File: config.mk
export PLATFORM = sky130hd
export DESIGN_NAME = chu_mfifo_core
export DESIGN_NICKNAME = d
export VERILOG_FILES = /design/src/rtl/chu_mfifo_core.sv
export SDC_FILE = /design/constraint.sdc
export NUM_CORES = 1
export LEC_CHECK = 0
export BUFFER_PORTS_ARGS = -buffer_cell sky130_fd_sc_hd__buf_2
export CAP_MARGIN = 20
export CORE_ASPECT_RATIO = 1.5
export CORE_MARGIN = 2
export CORE_UTILIZATION = 35
export DETAILED_ROUTE_END_ITERATION = 10
export PLACE_DENSITY = 0.58
export SLEW_MARGIN = 20
export SYNTH_ARGS = -nofsm -noshare
export SYNTH_HDL_FRONTEND = slang
export SYNTH_SLANG_ARGS = --single-unit
File: constraint.sdc
create_clock -name clk -period 2.7 [get_ports clk]
set_input_delay 0.135 -clock clk [delete_from_list [all_inputs] [get_ports clk]]
set_output_delay 0.135 -clock clk [all_outputs]
set_load 0.005 [all_outputs]
File: src/rtl/chu_mfifo_core.sv
// Multi-channel MMIO FIFO slot: N_CH independent FIFOs fed by hardware push ports
// and the bus, popped by software, with per-channel threshold, sticky flags and irq.
module chu_mfifo_core #(
   parameter int N_CH       = 4,
   parameter int DATA_WIDTH = 8,
   parameter int ADDR_WIDTH = 4
) (
   input  logic                       clk,
   input  logic                       reset,
   input  logic                       cs,
   input  logic                       read,
   input  logic                       write,
   input  logic [4:0]                 addr,
   input  logic [31:0]                wr_data,
   output logic [31:0]                rd_data,
   input  logic [N_CH-1:0]            hw_wr,
   input  logic [N_CH*DATA_WIDTH-1:0] hw_din,
   output logic [N_CH-1:0]            empty,
   output logic [N_CH-1:0]            full,
   output logic                       irq
);

   localparam int DEPTH = 1 << ADDR_WIDTH;
   localparam int CW    = ADDR_WIDTH + 1;

   logic [2:0] ch_sel;
   logic [1:0] reg_sel;

   logic [ADDR_WIDTH-1:0] wr_ptr_q [N_CH];
   logic [ADDR_WIDTH-1:0] wr_ptr_d [N_CH];
   logic [ADDR_WIDTH-1:0] rd_ptr_q [N_CH];
   logic [ADDR_WIDTH-1:0] rd_ptr_d [N_CH];
   logic [CW-1:0]         count_q  [N_CH];
   logic [CW-1:0]         count_d  [N_CH];
   logic [CW-1:0]         thresh_q [N_CH];
   logic [CW-1:0]         thresh_d [N_CH];
   logic [2:0]            irq_en_q [N_CH];
   logic [2:0]            irq_en_d [N_CH];
   logic                  ovf_q    [N_CH];
   logic                  ovf_d    [N_CH];
   logic                  udf_q    [N_CH];
   logic                  udf_d    [N_CH];
   logic                  irq_q;
   logic                  irq_d;

   logic [DATA_WIDTH-1:0] mem_q [N_CH][DEPTH];

   logic                  bus_sel     [N_CH];
   logic                  bus_push    [N_CH];
   logic                  pop_req     [N_CH];
   logic                  flush_req   [N_CH];
   logic                  clr_req     [N_CH];
   logic                  push_req    [N_CH];
   logic                  do_push     [N_CH];
   logic                  do_pop      [N_CH];
   logic [DATA_WIDTH-1:0] push_data   [N_CH];
   logic                  almost_full [N_CH];

   // The read strobe has no side effects, and upper write-data bits are not stored.
   logic unused_bits;
   assign unused_bits = ^{read, wr_data};

   assign ch_sel  = addr[4:2];
   assign reg_sel = addr[1:0];
   assign irq     = irq_q;

   always_comb begin
      for (int c = 0; c < N_CH; c++) begin
         empty[c]       = (count_q[c] == '0);
         full[c]        = (count_q[c] == CW'(DEPTH));
         almost_full[c] = (count_q[c] >= thresh_q[c]);
      end
   end

   // NOTE: every combinational output gets a default before any branch, so no
   // path leaves a variable unassigned and no latch is inferred.
   always_comb begin
      irq_d = 1'b0;
      for (int c = 0; c < N_CH; c++) begin
         wr_ptr_d[c] = wr_ptr_q[c];
         rd_ptr_d[c] = rd_ptr_q[c];
         count_d[c]  = count_q[c];
         thresh_d[c] = thresh_q[c];
         irq_en_d[c] = irq_en_q[c];
         ovf_d[c]    = ovf_q[c];
         udf_d[c]    = udf_q[c];

         bus_sel[c]   = cs && write && (ch_sel == 3'(c));
         bus_push[c]  = bus_sel[c] && (reg_sel == 2'd0);
         pop_req[c]   = bus_sel[c] && (reg_sel == 2'd1) && wr_data[0];
         flush_req[c] = bus_sel[c] && (reg_sel == 2'd1) && wr_data[1];
         clr_req[c]   = bus_sel[c] && (reg_sel == 2'd1) && wr_data[2];
         push_req[c]  = hw_wr[c] || bus_push[c];
         push_data[c] = hw_wr[c] ? hw_din[c*DATA_WIDTH +: DATA_WIDTH]
                                 : wr_data[DATA_WIDTH-1:0];

         // A pop frees a slot in the same cycle, so a full FIFO still accepts a push.
         do_pop[c]  = pop_req[c] && !empty[c] && !flush_req[c];
         do_push[c] = push_req[c] && !flush_req[c] && (!full[c] || do_pop[c]);

         if (clr_req[c]) begin
            ovf_d[c] = 1'b0;
            udf_d[c] = 1'b0;
         end

         if (flush_req[c]) begin
            wr_ptr_d[c] = '0;
            rd_ptr_d[c] = '0;
            count_d[c]  = '0;
         end else begin
            if (pop_req[c] && empty[c])
               udf_d[c] = 1'b1;
            if ((push_req[c] && !do_push[c]) || (hw_wr[c] && bus_push[c]))
               ovf_d[c] = 1'b1;
            if (do_push[c])
               wr_ptr_d[c] = wr_ptr_q[c] + ADDR_WIDTH'(1);
            if (do_pop[c])
               rd_ptr_d[c] = rd_ptr_q[c] + ADDR_WIDTH'(1);
            if (do_push[c] && !do_pop[c])
               count_d[c] = count_q[c] + CW'(1);
            else if (do_pop[c] && !do_push[c])
               count_d[c] = count_q[c] - CW'(1);
         end

         if (bus_sel[c] && (reg_sel == 2'd2))
            thresh_d[c] = wr_data[CW-1:0];
         if (bus_sel[c] && (reg_sel == 2'd3))
            irq_en_d[c] = wr_data[2:0];

         irq_d = irq_d | (|(irq_en_q[c] & {udf_q[c], ovf_q[c], almost_full[c]}));
      end
   end

   always_comb begin
      rd_data = '0;
      for (int c = 0; c < N_CH; c++) begin
         if (ch_sel == 3'(c)) begin
            case (reg_sel)
               2'd0: if (!empty[c]) rd_data[DATA_WIDTH-1:0] = mem_q[c][rd_ptr_q[c]];
               2'd1: begin
                  rd_data[CW-1:0] = count_q[c];
                  rd_data[16]     = empty[c];
                  rd_data[17]     = full[c];
                  rd_data[18]     = almost_full[c];
                  rd_data[19]     = ovf_q[c];
                  rd_data[20]     = udf_q[c];
               end
               2'd2: rd_data[CW-1:0] = thresh_q[c];
               default: rd_data[2:0] = irq_en_q[c];
            endcase
         end
      end
   end

   // NOTE: storage has no reset; emptiness is tracked by count and pointers, so
   // stale words are never visible and the array maps onto distributed RAM.
   always_ff @(posedge clk) begin
      for (int c = 0; c < N_CH; c++)
         if (do_push[c]) mem_q[c][wr_ptr_q[c]] <= push_data[c];
   end

   // NOTE: state registers use non-blocking assignments so every flop samples
   // values from before the edge, independent of statement order.
   always_ff @(posedge clk or negedge reset) begin
      if (!reset) begin
         for (int c = 0; c < N_CH; c++) begin
            wr_ptr_q[c] <= '0;
            rd_ptr_q[c] <= '0;
            count_q[c]  <= '0;
            thresh_q[c] <= CW'(DEPTH);
            irq_en_q[c] <= '0;
            ovf_q[c]    <= 1'b0;
            udf_q[c]    <= 1'b0;
         end
         irq_q <= 1'b0;
      end else begin
         for (int c = 0; c < N_CH; c++) begin
            wr_ptr_q[c] <= wr_ptr_d[c];
            rd_ptr_q[c] <= rd_ptr_d[c];
            count_q[c]  <= count_d[c];
            thresh_q[c] <= thresh_d[c];
            irq_en_q[c] <= irq_en_d[c];
            ovf_q[c]    <= ovf_d[c];
            udf_q[c]    <= udf_d[c];
         end
         irq_q <= irq_d;
      end
   end

endmodule

==> results of run 1 <==
## power by group
part,internal (mW),leakage (nW),switching [mW]
Sequential,11.4,5.74,0.650
Combinational,2.54,5.23,3.10
Clock,4.09,0.820,3.45
## timing repair
action,in CTS,in global routing
cloned,0,1
setup buffers,17,14
hold buffers,3,0
hold endpoints to repair,94,0
resized for setup,90,55
endpoints found under the setup margin,12,39
pin swaps,33,27
## final cells by class
cell class	count	area, um^2	share of cell area [%]
clock buffers	69	1449	4.384
inverters	71	276.5	0.8367
multi-input cells	974	9331	28.24
clock inverters	30	246.5	0.7459
diodes	1	2.502	0.007572
repair buffers	336	2746	8.311
well taps	1016	1271	3.847
flip-flops and latches	605	17720	53.63
## state kept, by name, summed over array words and instances, names as in the netlist
signal / cells
rd_ptr_q: 16
mem_q: 512
count_q: 20
thresh_q: 20
irq_en_q: 12
ovf_q: 4
wr_ptr_q: 16
irq: 1
udf_q: 4
## metrics by stage
step / power, mW / utilization, %
floorplan: 15.20 / -
global placement: 17.19 / 39.42
detailed placement: 17.38 / 39.42
CTS: 25.24 / 42.31
global route: 26.37 / 42.77
finish: 25.21 / 42.77
## cells in the mapped netlist, drive strengths merged (11+ instances only)
library cell / instances / area (um^2)
edfxtp: 512 / 15370
mux4: 125 / 2834
nand2: 93 / 351.6
dfrtp: 89 / 2227
mux2: 84 / 945.9
nor2: 82 / 310.3
inv: 70 / 262.8
buf: 60 / 352.8
o21ai: 59 / 299.0
ha: 52 / 650.6
clkbuf: 46 / 172.7
a21oi: 43 / 219.0
and2: 39 / 244.0
nand3: 36 / 180.2
nor3: 32 / 170.2
a22oi: 25 / 187.7
nor2b: 25 / 156.4
mux2i: 23 / 230.2
nand2b: 22 / 137.6
a211oi: 17 / 127.6
a21o: 17 / 127.6
xor2: 17 / 148.9
nand4: 16 / 100.1
o22ai: 11 / 68.82
## path summary, 6_finish.rpt
| check | endpoint | slack [ns] | from |
|---|---|---|---|
| worst min-delay path | thresh_q[17] | 0.02 | wr_data[2] |
| worst max-delay path | rd_data[1] | -0.56 | rd_ptr_q[8] |
| max in group asynchronous | thresh_q[19] | 1.93 | reset |
| min in group asynchronous | wr_ptr_q[9] | 0.06 | reset |
| worst max register to register | count_q[19] | -0.15 | count_q[15] |
| worst min register to register | thresh_q[9] | 0.52 | thresh_q[9] |
## per-layer routing
metal,wire (um),GRT usage [%],vias up
li1,-,-,7337
met1,28430,21.44,8452
met2,38950,33.07,442
met3,2968,2.606,146
met4,3717,9.014,2
met5,14,0,-
## cells in the final DEF, fill, tap and decap left out, drive strengths merged, types with 17 or more instances in the layout
cell type  instances
a22oi             25
a21oi             43
mux4             125
and2              39
mux2              84
inv               71
nand2b            22
mux2i             23
a211oi            17
nand2             93
a21o              17
clkbuf            71
nor3              32
xor2              17
buf              331
conb              19
o21ai             59
clkinv            23
ha                52
dfrtp             89
edfxtp           512
nor2b             25
nor2              82
nand3             36
## logic make-up (layout without fill, tap and decap cells)
kind of cell / count (synthesis) / count (layout) / share of synthesized area, %
compound gates: 246 / 246 / 6.146
xor+xnor: 25 / 25 / 0.8050
fa+ha+maj: 57 / 57 / 2.723
simple gates: 395 / 395 / 7.554
other cells: 1 / 20 / 0.01379
mux: 232 / 232 / 14.74
buf+inv: 177 / 506 / 2.912
flops: 605 / 605 / 65.10
## worst min-delay path: cells and delay by family
family	cells	cell delay, ns
simple gates	1	0.12
compound gates	1	0.07
buf+inv	1	0.27
==> impl_results.md, run 1 <==
- Initial antenna violation count: 3
- WL per Instance: 23.88 um
- First-pass GRT wire length: 109500 um
- CTS Buffer Depth: 3
- Ys flop type: edfxtp_1
- Slew headroom: 27.28%
- Area growth syn-to-layout: 21.50%
- Final hold vios: 0
- Die span in y: 345.4 um
- Max-slew violation count: 0
- Final period util: 120.6%
- Vias in the first global route: 17030
- Grt ovf: 0
- CP Cell Sequence: buf_6 -> mux4_2 -> nand3b_1 -> o21ai_0 -> o211ai_1 -> o221ai_2 -> or4_4 -> buf_6
- Total placed cells including tap cells: 2968
- Clk Latency, worst-skew pair: 0.62 ns
- Fill count: 6964
- Unique masters post-synth: 88
- H-tree levels: 2
- Number of routed nets with antenna violations: 0
- Largest net degree at the start of global routing: 48
- Syn_area_per_cell: 15.65 um^2
- Result of the run: finished with violations
- 1st-iter DRT viols: 1301
- Hold WS: 0.02285 ns
- Final setup viols: 11
- Final Critical Period: 3.256 ns
- Routed WL: 74080 um
- Synth Register Bits: 605
- Nets@finish: 2176
- CTS clk-pin slew, worst paths: 0.07 ns
- Slew @ Worst Pin: 1.087 ns
- 1st-pass router iterations: 6
- RSZ-0062 raised after global routing: true
- Num CTS Buffers: 54
- Final estimated routing congestion in global placement: 0.8667
- Pwr/cell area: 762.9 mW/mm^2
- Slowest Stage Delay on Critical Path: 0.49 ns
- # rows: 125
- Failing checks: setup timing
- Worst vdd ir: 0.0004443 V
- DP HPWL: 54150 um
- Sequential area share after synthesis: 65.10%
- Async SR Flop Fraction: 15.37%
- Mapped cell area: 0.02720 mm^2
- Crit path max fanout: 5
- CP arrival: 3.12 ns
- Critical path depth: 8
- Total Die Area: 0.08000 mm^2
- Crit start category: flop
- Core Region: 0.07726 mm^2
- Starting Density: 35.20%
- Root Buffer: clkbuf_16
- Input/output buffers: 74
- CP top delay family: compound AO/OA/AOI/OAI gates
- Crit path buffers/inverters: 2
- Clk_skew: 0.01052 ns
- Post-synth EDFFs: 512
- Clk sinks: 605
- Total Routing Usage GR: 18.44%
- Max Clock Freq: 0.3072 GHz
- WP data required: 2.57 ns
- Worst Setup Path Type: flop to output port
- Vias: 16380
- Hold crit path type: input pin to flop
- Post-route setup TNS: -3.468 ns
- Endpoint class of the critical path: output port
- Most frequent CP cell: buf_6
- Mapped Cells: 1738
- Synth warn: 0
- Die width: 231.6 um
- Setup slack at placement: -0.3752 ns
- Slowest CP cell: or4_4
- WHS Path Cells: 3
- Share of post-route cells with drive strength above 1: 34.68%
- Leak pwr: 11.79 nW
- Finished Layout Cells: 3102
- Post-route cell area: 0.03305 mm^2
- Num ports: 119
- Final worst slack: -0.5555 ns
- CTS tree: built
- Post-placement cell area: 0.03046 mm^2
- R2R cell count: 12
- Vias per cell: 5.280
- DRC: 0
- Max-cap check violation count: 0
(Power assumes the default switching activity.)
==> run 2: changes to the inputs <==
--- a/config.mk
+++ b/config.mk
@@ -12,6 +12,7 @@
 export CORE_UTILIZATION = 35
 export DETAILED_ROUTE_END_ITERATION = 10
 export PLACE_DENSITY = 0.58
+export SKIP_LAST_GASP = 1
 export SLEW_MARGIN = 20
 export SYNTH_ARGS = -nofsm -noshare
 export SYNTH_HDL_FRONTEND = slang
==> constraint.sdc (replaced) <==
create_clock -name clk -period 2.7 [get_ports clk]
set_input_delay 0.27 -clock clk [delete_from_list [all_inputs] [get_ports clk]]
set_output_delay 0.27 -clock clk [all_outputs]
set_load 0.005 [all_outputs]
==> run 2 against run 1 <==
The run still ends with setup timing left. Sequential cell count is the same. Total power is 3.8% higher. Final area is 3.0% higher. Count of clock-buffer cells in the layout grew 2. Cell count up 2.4%. Global-route usage up 0.37 points. Hold slack gained 0.086 ns. Via count is 2.1% higher. Sequential power about the same. Register-to-register slack improved by 0.10 ns. Wire length increased by 1.7%. Critical path depth stayed put. Largest power group unchanged. Highest routed layer unchanged.
==> impl_results.md, run 2 (synthesis gave the netlist of run 1 again) <==
- Vias in the first global route: 17460
- CTS clk-pin slew, worst paths: 0.07 ns
- 1st-pass router iterations: 5
- Endpoint class of the critical path: output port
- RSZ-0062 raised after global routing: true
- CTS Buffer Depth: 3
- Root Buffer: clkbuf_16
- Grt ovf: 0
- Total Die Area: 0.08000 mm^2
- Share of post-route cells with drive strength above 1: 36.78%
- # rows: 125
- Worst Setup Path Type: flop to output port
- Slew @ Worst Pin: 0.6230 ns
- Crit start category: flop
- Result of the run: finished with violations
- Final hold vios: 0
- Die width: 231.6 um
- Clk sinks: 605
- Max Clock Freq: 0.2917 GHz
- DRC: 0
- Nets@finish: 2245
- Max-slew violation count: 0
- Crit path max fanout: 4
- Final setup viols: 13
- WL per Instance: 23.72 um
- Number of flip-flops in the largest register: 512
- Pwr/cell area: 768.9 mW/mm^2
- Hold crit path type: input pin to asynchronous set/reset pin
- FF-to-FF Start: count_q[11]
- Reg-to-reg slack, setup: -0.05 ns
- Num CTS Buffers: 56
- Clk Latency, worst-skew pair: 0.64 ns
- DP HPWL: 54880 um
- Area growth syn-to-layout: 25.09%
- Core Region: 0.07726 mm^2
- Final Util: 44.04%
- Final worst slack: -0.7278 ns
- CTS tree: built
- Initial antenna violation count: 3
- Vias: 16730
- Final Critical Period: 3.428 ns
- Largest net degree at the start of global routing: 53
- Die span in y: 345.4 um
- Reg2reg end: count_q[14]
- Final period util: 127.0%
- WP data required: 2.43 ns
- Final estimated routing congestion in global placement: 0.8846
- Leak pwr: 12.31 nW
- Routed WL: 75330 um
- Most frequent cells in the layout: edfxtp_1 (512), buf_4 (267), mux4_2 (121), nand2_1 (85), dfrtp_1 (81)
- Input/output buffers: 74
- Slew headroom: 58.47%
- Overall Power: 26.16 mW
- First-pass GRT wire length: 111700 um
- Number of routed nets with antenna violations: 0
- Clk_skew: 0.02424 ns
- Starting Density: 35.20%
- Max-cap check violation count: 0
- Worst vdd ir: 0.0004747 V
- Failing checks: setup timing
- Commonest non-fill, non-tap cell in the layout: edfxtp_1
- # diodes: 0
- 1st-iter DRT viols: 1236
- Total Routing Usage GR: 18.80%
- Num ports: 119
- Vias per cell: 5.269
- R2R cell count: 15
- CP arrival: 3.16 ns
- H-tree levels: 2
## run 2: how the worst max path moves through the flow
| stage | start | endpoint | cells after the start |
|---|---|---|---|
| after detailed placement | rd_ptr_q[4] | rd_data[1] | 7 |
| final | rd_ptr_q[8] | rd_data[1] | 8 |
| after global routing | rd_ptr_q[0] | rd_data[3] | 7 |
| after global placement | rd_ptr_q[4] | rd_data[1] | 7 |
| after floorplan | count_q[18] | count_q[19] | 13 |
| after CTS | rd_ptr_q[4] | rd_data[1] | 7 |
## run 2: area by class of cell
| type | count | area (um^2) |
|---|---|---|
| clock inverters | 35 | 371.6 |
| fillers | 6856 | 43240 |
| clock buffers | 71 | 1499 |
| repair buffers | 403 | 3501 |
| flip-flops and latches | 605 | 17720 |
| well taps | 1016 | 1271 |
| inverters | 71 | 276.5 |
| multi-input cells | 974 | 9388 |
## run 2: worst max-delay path, stage by stage (launching register included)
cell	delay (ns)
dfrtp_2	0.40
buf_4	0.14
mux4_2	0.48
mux2i_1	0.17
o21ai_0	0.17
o211ai_1	0.36
o221ai_2	0.20
or4_4	0.48
buf_6	0.14
## run 2: metrics by stage
stage          cell area [um^2]  std cells  setup TNS (ns)  hold WS [ns]  setup slack (ns)
6_report                  34020       3175          -5.776        0.1085           -0.7278
5_1_grt                   34020       3175          -7.312        0.1048           -0.7923
4_1_cts                   33570       3153          -6.408       0.08025           -0.7975
3_5_place_dp              31020       3022          -3.508        0.2266           -0.6437
3_3_place_gp              31020       3022          -3.058        0.2240           -0.5954
2_1_floorplan             27390       1756        -0.09474      -0.02559          -0.08447
## run 2: power breakdown
part,switching [mW],leakage [nW],internal (mW)
Combinational,3.18,5.65,2.77
Sequential,0.668,5.74,11.4
Clock,3.53,0.917,4.62
Total,7.38,12.3,18.8
## run 2: layer usage
| layer | track usage [%] | routed length, um | up-vias |
|---|---|---|---|
| li1 | - | - | 7481 |
| met1 | 21.75 | 28620 | 8635 |
| met3 | 2.614 | 3104 | 144 |
| met4 | 7.130 | 2996 | 4 |
| met2 | 34.85 | 40580 | 464 |
| met5 | 0 | 28 | - |
## run 2: repair_timing
item,CTS,global route
hold buffers,1,0
pin swaps,27,44
resized for setup,78,66
cloned,2,1
endpoints found under the hold margin,68,0
endpoints found under the setup margin,13,18
buffers inserted,23,25
